### src/rtl/collision_scanner.sv
// Per-frame collision engine: scans one wall per clock against a bird box latched at start,
// adds a floor test, and debounces hit frames into a sticky game_over flag.
module collision_scanner #(
   parameter int                  COORD_W    = 8,
   parameter int                  NUM_WALLS  = 4,
   parameter int                  HIT_FRAMES = 1,
   parameter logic [COORD_W-1:0]  FLOOR_Y    = 8'd230,
   localparam int                 SEL_W      = (NUM_WALLS > 1) ? $clog2(NUM_WALLS) : 1,
   localparam int                 STREAK_W   = $clog2(HIT_FRAMES + 1)
) (
   input  logic               clk,
   input  logic               reset,
   input  logic               start,
   input  logic               clear,
   input  logic [COORD_W-1:0] bird_xleft,
   input  logic [COORD_W-1:0] bird_xright,
   input  logic [COORD_W-1:0] bird_ytop,
   input  logic [COORD_W-1:0] bird_ybottom,
   output logic [SEL_W-1:0]   wall_sel,
   input  logic [COORD_W-1:0] wall_xleft,
   input  logic [COORD_W-1:0] wall_xright,
   input  logic [COORD_W-1:0] wall_topy,
   input  logic [COORD_W-1:0] wall_bottomy,
   input  logic               wall_valid,
   output logic               busy,
   output logic               done,
   output logic               frame_hit,
   output logic               floor_hit,
   output logic [SEL_W-1:0]   hit_index,
   output logic               game_over
);

   // state | meaning
   // IDLE  | waiting for start; bird box not yet latched
   // SCAN  | evaluating wall[wall_sel], one wall per clock
   // DONE  | done pulse; frame results and streak already published
   typedef enum logic [1:0] {IDLE, SCAN, DONE} state_t;

   localparam logic [SEL_W-1:0]    LAST_SEL = SEL_W'(NUM_WALLS - 1);
   localparam logic [STREAK_W-1:0] HIT_MAX  = STREAK_W'(HIT_FRAMES);

   state_t              state;
   logic [COORD_W-1:0]  box_xleft, box_xright, box_ytop, box_ybottom;
   logic                any_hit, found;
   logic [SEL_W-1:0]    first_idx;
   logic [STREAK_W-1:0] streak;

   logic                wall_hit, floor_now, frame_any;
   logic [SEL_W-1:0]    idx_next;
   logic [STREAK_W-1:0] streak_next;

   always_comb begin
      wall_hit  = wall_valid
                  && (box_xright >= wall_xleft) && (box_xleft <= wall_xright)
                  && ((box_ytop <= wall_topy) || (box_ybottom >= wall_bottomy));
      floor_now = (box_ybottom >= FLOOR_Y);
      // the wall on the final scan cycle is folded in directly since its hit isn't registered yet
      frame_any = any_hit || wall_hit || floor_now;
      idx_next  = found ? first_idx : (wall_hit ? wall_sel : '0);
      if (!frame_any)
         streak_next = '0;
      else if (streak == HIT_MAX)
         streak_next = streak;
      else
         streak_next = streak + 1'b1;
   end

   always_ff @(posedge clk) begin
      if (reset) begin
         state       <= IDLE;
         wall_sel    <= '0;
         busy        <= 1'b0;
         done        <= 1'b0;
         frame_hit   <= 1'b0;
         floor_hit   <= 1'b0;
         hit_index   <= '0;
         game_over   <= 1'b0;
         streak      <= '0;
         any_hit     <= 1'b0;
         found       <= 1'b0;
         first_idx   <= '0;
         box_xleft   <= '0;
         box_xright  <= '0;
         box_ytop    <= '0;
         box_ybottom <= '0;
      end else begin
         done <= 1'b0;
         case (state)
            IDLE: begin
               if (start) begin
                  box_xleft   <= bird_xleft;
                  box_xright  <= bird_xright;
                  box_ytop    <= bird_ytop;
                  box_ybottom <= bird_ybottom;
                  wall_sel    <= '0;
                  any_hit     <= 1'b0;
                  found       <= 1'b0;
                  first_idx   <= '0;
                  busy        <= 1'b1;
                  state       <= SCAN;
               end
            end
            SCAN: begin
               if (wall_hit) begin
                  any_hit <= 1'b1;
                  if (!found) begin
                     found     <= 1'b1;
                     first_idx <= wall_sel;
                  end
               end
               if (wall_sel == LAST_SEL) begin
                  state     <= DONE;
                  done      <= 1'b1;
                  frame_hit <= frame_any;
                  floor_hit <= floor_now;
                  hit_index <= idx_next;
                  streak    <= streak_next;
                  if (streak_next == HIT_MAX)
                     game_over <= 1'b1;
               end else begin
                  wall_sel <= wall_sel + 1'b1;
               end
            end
            DONE: begin
               busy  <= 1'b0;
               state <= IDLE;
            end
            default: state <= IDLE;
         endcase
         // clear overrides any streak/game_over update made above in the same cycle
         if (clear) begin
            streak    <= '0;
            game_over <= 1'b0;
         end
      end
   end

endmodule

### config.mk
export PLATFORM = sky130hd
export DESIGN_NAME = collision_scanner
export DESIGN_NICKNAME = d
export VERILOG_FILES = /design/src/rtl/collision_scanner.sv
export SDC_FILE = /design/constraint.sdc
export NUM_CORES = 1
export LEC_CHECK = 0
export BUFFER_PORTS_ARGS = -buffer_cell sky130_fd_sc_hd__buf_4
export CORE_MARGIN = 8
export CORE_UTILIZATION = 55
export DETAILED_ROUTE_END_ITERATION = 10
export HOLD_SLACK_MARGIN = 0.03
export PLACE_DENSITY = 0.94
export SLEW_MARGIN = 20
export SYNTH_ARGS = -nofsm -noshare
export SYNTH_HDL_FRONTEND = slang
export SYNTH_SLANG_ARGS = --single-unit
### constraint.sdc
create_clock -name clk -period 3.5 [get_ports clk]
set_input_delay 0.35 -clock clk [delete_from_list [all_inputs] [get_ports clk]]
set_output_delay 0.35 -clock clk [all_outputs]
set_load 0.005 [all_outputs]
==> impl_metrics.yaml, run 1 <==
worst_setup_path:
  r2r_end: "game_over"
  critPathCaptureType: "register"
  path_cells: "ha_1, and2_1, o2111ai_1, o21ai_1, and4_1, nand2_2, a2111oi_2"
  cp-start-kind: "register"
  reg2reg_slack_ps: 1570
  crit_required_ps: 3710
  path_delay_family: "compound AO/OA/AOI/OAI gates"
  worst_r2r_path_depth: 7
  slowest_stage: "dfxtp_1"
  criticalPathCategory: "register to register"
  critPathArrivalTime_ps: 2140
  path_max_fanout: 3
  max_stage_delay_ps: 330
  reg2reg_from: "box_xright[7]"
  cp_num_buf_inv: 0
floorplan:
  dieWidth_um: 83.8
  core_area_um2: 4380
  die_area_um2: 7020
  die_h_um: 83.8
  start_util_pct: 57.6
  rows: 24
  pin_count: 78
cells_and_area:
  n_antenna_cell: 0
  fill_cells: 330
  drive_gt1_share_pct: 23.7
  areaGrowthSynthToFinish_pct: 28.3
  fin_cells: 448
  finalNetCount: 497
placement:
  portBuffers: 77
  gp_congestion: 0.800
  post-place-ws_ps: 1440
  dp_hpwl_um: 4940
  dp_cells: 440
sta:
  finalCritPeriodShare_pct: 55.2
  timing.hold.ws_ps: 199
  drv_slew: 0
  fin_crit_ps: 1930
  hold_viol: 0
  timing.final.ws_setup_ps: 1570
  finClkSkew_ps: 5.65
  tns_ps: 0
  grt_setup_unrepaired: "false"
  fmax_mhz: 518
  setup_violations: 0
  maxSlewHeadroom_pct: 58.0
  worstMarginPinSlew_ps: 630
global_route:
  first_global_vias: 2425
  antenna_found_initial: 0
  grt_max_degree: 45
  grt-ovfl-total: 0
  groute.usage.overall_pct: 17.9
  grt_pass1_wl_um: 10600
synth:
  netlist.area_leader.share_pct: 36.5
  synth_edf_count: 0
  yosys_register_bits: 46
  yosys_warnings: 0
  synth_nets: 425
  syn-cell-area_um2: 2530
  syn_inst: 323
  synth_common_cells: "nand2_1 (71), dfxtp_1 (46), inv_1 (42)"
  synthFlopType: "dfxtp_1"
  yosysSeqAreaShare_pct: 36.5
  synth_cell_types: 44
  syn_area_per_cell_um2: 7.82
  ys_top_cells_by_area: "dfxtp_1 (36%), ha_1 (16%), nand2_1 (11%)"
  yosys.area.top_type: "dfxtp_1"
  synth.most_common_cell: "nand2_1"
  async_flop_share_pct: 0
clock_tree:
  numCtsBuffers: 5
  clock_latency_ps: 300
  cts_setup_buffers: 0
  path_clk_slew_ps: 90
  ctsRootBufferMaster: "clkbuf_8"
  cts_tree: "done"
  postCtsHoldBufs: 0
  cts_buffer_depth: 2
  h-tree-depth: 2
  cts_repair_resize_count: 0
  clkSinkCount: 46
route:
  antenna_left: 0
  first_pass_iters: 4
  wire_per_inst_um: 14.5
  drtIter0Drc: 235
  drc: 0
  routed_via_density: 5.38
  via_count: 2412
  wirelength_um: 6490
min_path:
  whs_endpoint: "game_over"
  worstHoldPathCells: 2
  hp-class: "input pin to register"
  hp-start: "clear"
pwr:
  power.leakage_nw: 1.58
  power_density_nw_per_um2: 365
  ir_drop_uv: 286
  total_power_mw: 1.18
status:
  outcome: "finished clean"
job:
  drv_cap: 0
[power breakdown]
part	total, mW	switching, mW	internal (mW)
Sequential	0.569	0.0197	0.549
Clock	0.396	0.183	0.213
Combinational	0.219	0.108	0.111
Total	1.18	0.310	0.873
[metrics by stage]
stage	utilization, %	cell area (um^2)
final	73.9	3240
after floorplan	-	2530
after detailed placement	71.4	3130
after CTS	73.9	3240
after global routing	73.9	3240
after global placement	71.4	3130
[cell families (layout without fill, tap and decap cells)]
group / after synthesis / in the layout / share of synthesized area, %
buffers and inverters: 55 / 128 / 8.22
AO/OA/AOI/OAI: 75 / 75 / 18.5
adder cells (fa/ha/maj): 33 / 33 / 16.3
AND/OR/NAND/NOR: 113 / 113 / 20.1
flip-flops: 46 / 46 / 36.5
multiplexers: 1 / 1 / 0.396
[worst max path at each step]
stage,startpoint,end,slack (ps),cells past startpoint
5_1_grt,box_xright[7],game_over,1420,7
6_report,box_xright[7],game_over,1570,7
4_1_cts,state[0],first_idx[1],1520,4
3_5_place_dp,wall_xleft[7],game_over,1440,9
3_3_place_gp,wall_xleft[7],game_over,1510,9
2_1_floorplan,wall_topy[2],game_over,1680,8
[layout make-up]
cell class / count / area (um^2) / share of cell area [%]
inverters: 42 / 158 / 4.86
clock buffers: 6 / 72.6 / 2.24
flip-flops and latches: 46 / 921 / 28.4
clock inverters: 2 / 37.5 / 1.16
well taps: 52 / 65.1 / 2.01
multi-input cells: 222 / 1400 / 43.2
repair buffers: 78 / 586 / 18.1
[sequential cells by signal (all words and copies together), names as in the netlist, 2 cells and up]
signal	count
box_ybottom	8
box_ytop	8
state	2
box_xleft	8
hit_index	2
first_idx	2
wall_sel	2
box_xright	8
[metal layers]
layer | up-vias | track usage [%] | wire length, um
li1 | 1241 | - | -
met1 | 1085 | 19.6 | 2700
met2 | 78 | 31.9 | 3330
met3 | 8 | 5.37 | 382
met4 | 0 | 5.49 | 77
met5 | - | 0 | 0
[worst register-to-register path, stage by stage, from the launching register on]
cell,delay [ps]
dfxtp_1,330
ha_1,290
and2_1,150
o2111ai_1,120
o21ai_1,270
and4_1,310
nand2_2,90
a2111oi_2,280
[placed cells by master, fill, tap and decap left out, drive strengths merged, types with 3 or more instances in the layout]
cell type and n:
buf 78, nand2 72, dfxtp 46, inv 42, a21oi 40, ha 33, nor2 14, o21ai 10
clkbuf 6, nor3 5, nand3 5, nand4 4, a31oi 4, a221oi 3, and3 3
Power figures use the tool's default switching activity.
==> run 2: changes to the inputs <==
CORE_UTILIZATION = 51   (was 55)
PLACE_DENSITY = 0.89   (was 0.94)
clock period = 2 ns   (was 3.5 ns; I/O delays follow)
==> run 2 against run 1 <==
Cell area is 0.54% higher; fmax is 3.9% higher; clock power is 34% higher; final cell count is 4.0% higher; worst hold slack worse by 130 ps; non-clock buffer count is 4 higher; register-to-register slack worse by 1400 ps; total power is 62% higher; die area is 6.3% higher; critical path type unchanged.
==> impl_metrics.yaml, run 2 (synthesized netlist as in run 1, its figures left out) <==
global_route:
  first_global_vias: 2429
  groute.usage.overall_pct: 16.8
  antenna_found_initial: 0
  grt_max_degree: 45
  grt-ovfl-total: 0
  grt_pass1_wl_um: 10300
sta:
  fmax_mhz: 538
  setup_violations: 0
  timing.hold.ws_ps: 66.1
  fin_crit_ps: 1860
  hold_viol: 0
  finalCritPeriodShare_pct: 93.0
  maxSlewHeadroom_pct: 69.2
  finClkSkew_ps: 7.47
  worstMarginPinSlew_ps: 462
  timing.final.ws_setup_ps: 141
  tns_ps: 0
  grt_setup_unrepaired: "false"
  drv_slew: 0
placement:
  post-place-ws_ps: 71.6
  gp_congestion: 0.873
  dp_cells: 459
  dp_hpwl_um: 4940
  portBuffers: 77
  place_area_um2: 3180
worst_setup_path:
  crit_start: "box_ytop[2]"
  worst_r2r_path_depth: 7
  cp-start-kind: "register"
  reg2reg_from: "box_ytop[2]"
  endpoint: "game_over"
  critPathCaptureType: "register"
  critPathArrivalTime_ps: 2060
  reg2reg_slack_ps: 140
  r2r_end: "game_over"
  path_max_fanout: 3
  crit_required_ps: 2200
  criticalPathCategory: "register to register"
clock_tree:
  h-tree-depth: 2
  ctsRootBufferMaster: "clkbuf_8"
  clkSinkCount: 46
  postCtsHoldBufs: 0
  clock_latency_ps: 290
  path_clk_slew_ps: 80
  cts_tree: "done"
  cts_buffer_depth: 2
  numCtsBuffers: 5
floorplan:
  pin_count: 78
  dieWidth_um: 86.4
  core_area_um2: 4750
  start_util_pct: 53.1
  die_area_um2: 7460
  rows: 25
  die_h_um: 86.4
cells_and_area:
  final_common_cell: "buf_4"
  finalNetCount: 501
  drive_gt1_share_pct: 24.1
  final_area_um2: 3260
  areaGrowthSynthToFinish_pct: 29.0
  mostFrequentLayoutCells: "buf_4 (82), nand2_1 (71), dfxtp_1 (46)"
  n_antenna_cell: 0
  fin_cells: 466
  final_core_util_pct: 68.5
  fill_cells: 405
route:
  wire_per_inst_um: 13.3
  drc: 0
  via_count: 2385
  first_pass_iters: 4
  antenna_left: 0
  drtIter0Drc: 178
  wirelength_um: 6210
  routed_via_density: 5.12
status:
  outcome: "finished clean"
pwr:
  ir_drop_uv: 355
  power_density_nw_per_um2: 587
  power.leakage_nw: 1.58
  total_power_mw: 1.91
min_path:
  hp-class: "input pin to register"
job:
  drv_cap: 0
[run 2: cell count changes in the layout (fill, tap and decap cells not counted)]
cell / previous run / this run
bufinv_16: 1 / 0
clkbuf_1: 1 / 2
or3_1: 0 / 1
o21ai_2: 0 / 1
buf_4: 78 / 82
clkinvlp_4: 1 / 0
or3_2: 1 / 0
o21ai_1: 1 / 0
[run 2: how the worst min path moves through the flow]
stage / from / to / slack [ps] / cells after the start
after detailed placement: clear / game_over / 380 / 2
after global placement: clear / game_over / 380 / 2
after floorplan: clear / game_over / 280 / 1
final: clear / game_over / 70 / 2
after global routing: clear / game_over / 50 / 2
after CTS: clear / game_over / 60 / 2
[run 2: what timing repair did]
item | in CTS | in global routing
gates resized for setup | 0 | 1
endpoints found under the setup margin | 0 | 1
hold endpoints to repair | 0 | 0
setup buffers | 0 | 0
[run 2: cell type report]
class / instances / area, um^2 / share of cell area, %
clock buffers: 7 / 76.3 / 2.34
well taps: 67 / 83.8 / 2.57
inverters: 42 / 158 / 4.84
repair buffers: 82 / 616 / 18.9
multi-input cells: 222 / 1400 / 43.1
flip-flops and latches: 46 / 921 / 28.3
[run 2: power by group]
part / internal, mW / switching, mW / total [mW]
sequential: 0.961 / 0.0325 / 0.993
clock: 0.241 / 0.290 / 0.531
combinational: 0.200 / 0.188 / 0.388
total: 1.40 / 0.510 / 1.91
[run 2: layer usage]
metal | track usage, % | share of wire [%]
met5 | 0 | 0
met4 | 7.36 | 2.5
met3 | 4.54 | 6.0
met2 | 30.5 | 50
met1 | 17.7 | 42
[run 2: critical path, cell delays in order, from the launching register on]
cell and delay [ps]:
dfxtp_1 320, ha_1 300, nand3_1 130, o221ai_2 110, a221o_1 370, nand3_1 160
nand2_2 100, a2111oi_2 280
==> run 3: changes to the inputs <==
ABC_AREA = 1   (was default)
PLACE_DENSITY = 0.88   (was 0.89)
==> run 3 against run 2 <==
Clock skew is 2.6 ps higher; largest power group unchanged; fmax is 11% higher; worst setup slack improved by 180 ps; highest routed layer unchanged; critical path type unchanged; sequential power about the same.
==> impl_metrics.yaml, run 3 <==
status:
  outcome: "finished clean"
route:
  wirelength_um: 6240
  drc: 0
  wire_per_inst_um: 12.1
  first_pass_iters: 4
  drtIter0Drc: 80
  via_count: 2501
  antenna_left: 0
  routed_via_density: 4.86
worst_setup_path:
  path_cells: "ha_1, nand2_1, nor2_1, nor2_1, nand2_1, nand2_2, a21boi_4, nand3_2, nand2_1, nand3_1, nand2_1, a21oi_1"
  path_delay_family: "simple AND/OR/NAND/NOR gates"
  critPathCaptureType: "register"
  crit_required_ps: 2190
  critPathArrivalTime_ps: 1870
  criticalPathCategory: "register to register"
  path_max_fanout: 4
  cp_num_buf_inv: 0
  cp-start-kind: "register"
  slowest_stage: "dfxtp_1"
  cpMostUsedCell: "nand2_1"
  max_stage_delay_ps: 330
sta:
  grt_setup_unrepaired: "false"
  timing.hold.ws_ps: 139
  worstMarginPinSlew_ps: 502
  setup_violations: 0
  fin_crit_ps: 1680
  finalCritPeriodShare_pct: 83.9
  hold_viol: 0
  finClkSkew_ps: 10.0
  drv_slew: 0
  maxSlewHeadroom_pct: 66.5
  tns_ps: 0
  fmax_mhz: 596
placement:
  dp_cells: 506
  portBuffers: 77
  dp_hpwl_um: 5050
  place_area_um2: 3240
  gp_congestion: 0.849
cells_and_area:
  fill_cells: 479
  seq_area_um2: 921
  final_area_um2: 3340
  mostFrequentLayoutCells: "buf_4 (79), nor2_1 (73), inv_1 (61)"
  fin_cells: 515
  n_antenna_cell: 0
  final_common_cell: "buf_4"
  finalNetCount: 546
  multi_input_comb_area_um2: 1390
  drive_gt1_share_pct: 21.1
  areaGrowthSynthToFinish_pct: 29.4
clock_tree:
  cts_buffer_depth: 2
  cts_setup_buffers: 0
  clock_latency_ps: 300
  h-tree-depth: 2
  numCtsBuffers: 5
  clkSinkCount: 46
  path_clk_slew_ps: 90
  ctsRootBufferMaster: "clkbuf_8"
  cts_tree: "done"
global_route:
  gr-usage-met3_pct: 5.28
  grt-busiest-layer: "met2"
  grt_pass1_wl_um: 10700
  grt-ovfl-total: 0
  antenna_found_initial: 0
  first_global_vias: 2495
  grt_max_degree: 26
  groute.usage.overall_pct: 17.5
  grt_use_met1_pct: 18.6
  met2_usage_pct: 31.6
pwr:
  power_density_nw_per_um2: 619
  power.leakage_nw: 1.77
  internal_power_mw: 1.49
  p_seq_share_pct: 49.0
  power_frac_clock_pct: 28.4
  ir_drop_uv: 464
  power_frac_comb_pct: 22.6
  p_switching_mw: 0.584
  switching_share_pct: 28.2
synth:
  async_flop_share_pct: 0
  yosysSeqAreaShare_pct: 35.7
  netlist.area_leader.share_pct: 35.7
  ys_top_cells_by_area: "dfxtp_1 (36%), ha_1 (16%), nor2_1 (11%)"
  synthFlopType: "dfxtp_1"
  synth_common_cells: "nor2_1 (73), inv_1 (61), nand2_1 (57)"
  synth.most_common_cell: "nor2_1"
  syn_inst: 366
  syn_area_per_cell_um2: 7.05
  syn-cell-area_um2: 2580
  synth_cell_types: 23
  synth_nets: 468
  yosys_warnings: 0
  synth_edf_count: 0
  yosys.area.top_type: "dfxtp_1"
  yosys_register_bits: 46
floorplan:
  die_area_um2: 7590
  dieWidth_um: 87.1
  core_area_um2: 5010
  start_util_pct: 51.5
  pin_count: 78
  die_h_um: 87.1
  rows: 26
min_path:
  hp-class: "input pin to register"
job:
  drv_cap: 0
==> run 3: final cells by class <==
class	instances	share of cell area (%)
clock buffers	7	2.58
clock inverters	1	0.150
inverters	62	6.97
multi-input cells	248	41.5
flip-flops and latches	46	27.6
well taps	70	2.62
repair buffers	81	18.7
==> run 3: logic make-up after synthesis <==
group / share of synthesized area, %
AND/OR/NAND/NOR: 22.6
buffers and inverters: 10.7
AO/OA/AOI/OAI: 15.0
flip-flops: 35.7
adder cells (fa/ha/maj): 16.0
==> run 3: worst register-to-register path, stage by stage (launching register included) <==
cell and delay (ps):
dfxtp_1 330, ha_1 290, nand2_1 70, nor2_1 100
nor2_1 50, nand2_1 70, nand2_2 60, a21boi_4 140
nand3_2 110, nand2_1 120, nand3_1 100, nand2_1 80
a21oi_1 60
==> run 3: worst paths after layout <==
path,start,end,slack (ps),cells past startpoint
worst min register to register,box_ytop[0],box_ytop[0],460,2
worst min-delay path,reset,wall_sel[1],140,2
worst max register to register,box_xright[3],first_idx[1],320,12
worst max-delay path,box_xright[3],first_idx[1],320,12
==> run 3: metrics by stage <==
stage	utilization (%)	power, mW	worst slack, ps
after CTS	66.5	2.09	324
after detailed placement	64.7	1.50	310
after global placement	64.7	1.48	370
final	66.7	2.07	321
after global routing	66.7	2.21	155
after floorplan	-	1.31	510
==> run 3: repair_timing <==
item	in CTS	in global routing
gates resized for setup	0	0
hold endpoints to repair	0	1
endpoints found under the setup margin	0	0
hold buffers	0	1
==> run 3: power by group through the flow <==
stage,logic (mW),clock network (mW),registers [mW]
final,0.467,0.588,1.01
after global routing,0.542,0.641,1.02
after CTS,0.471,0.608,1.01
after detailed placement,0.468,0,1.04
after global placement,0.448,0,1.03
after floorplan,0.288,0,1.03
==> run 3: per-layer routing <==
metal  vias to the layer above  wire, um
li1                       1310         -
met3                        11       429
met2                        75      3110
met4                         0       106
met1                      1105      2590
met5                         -         0
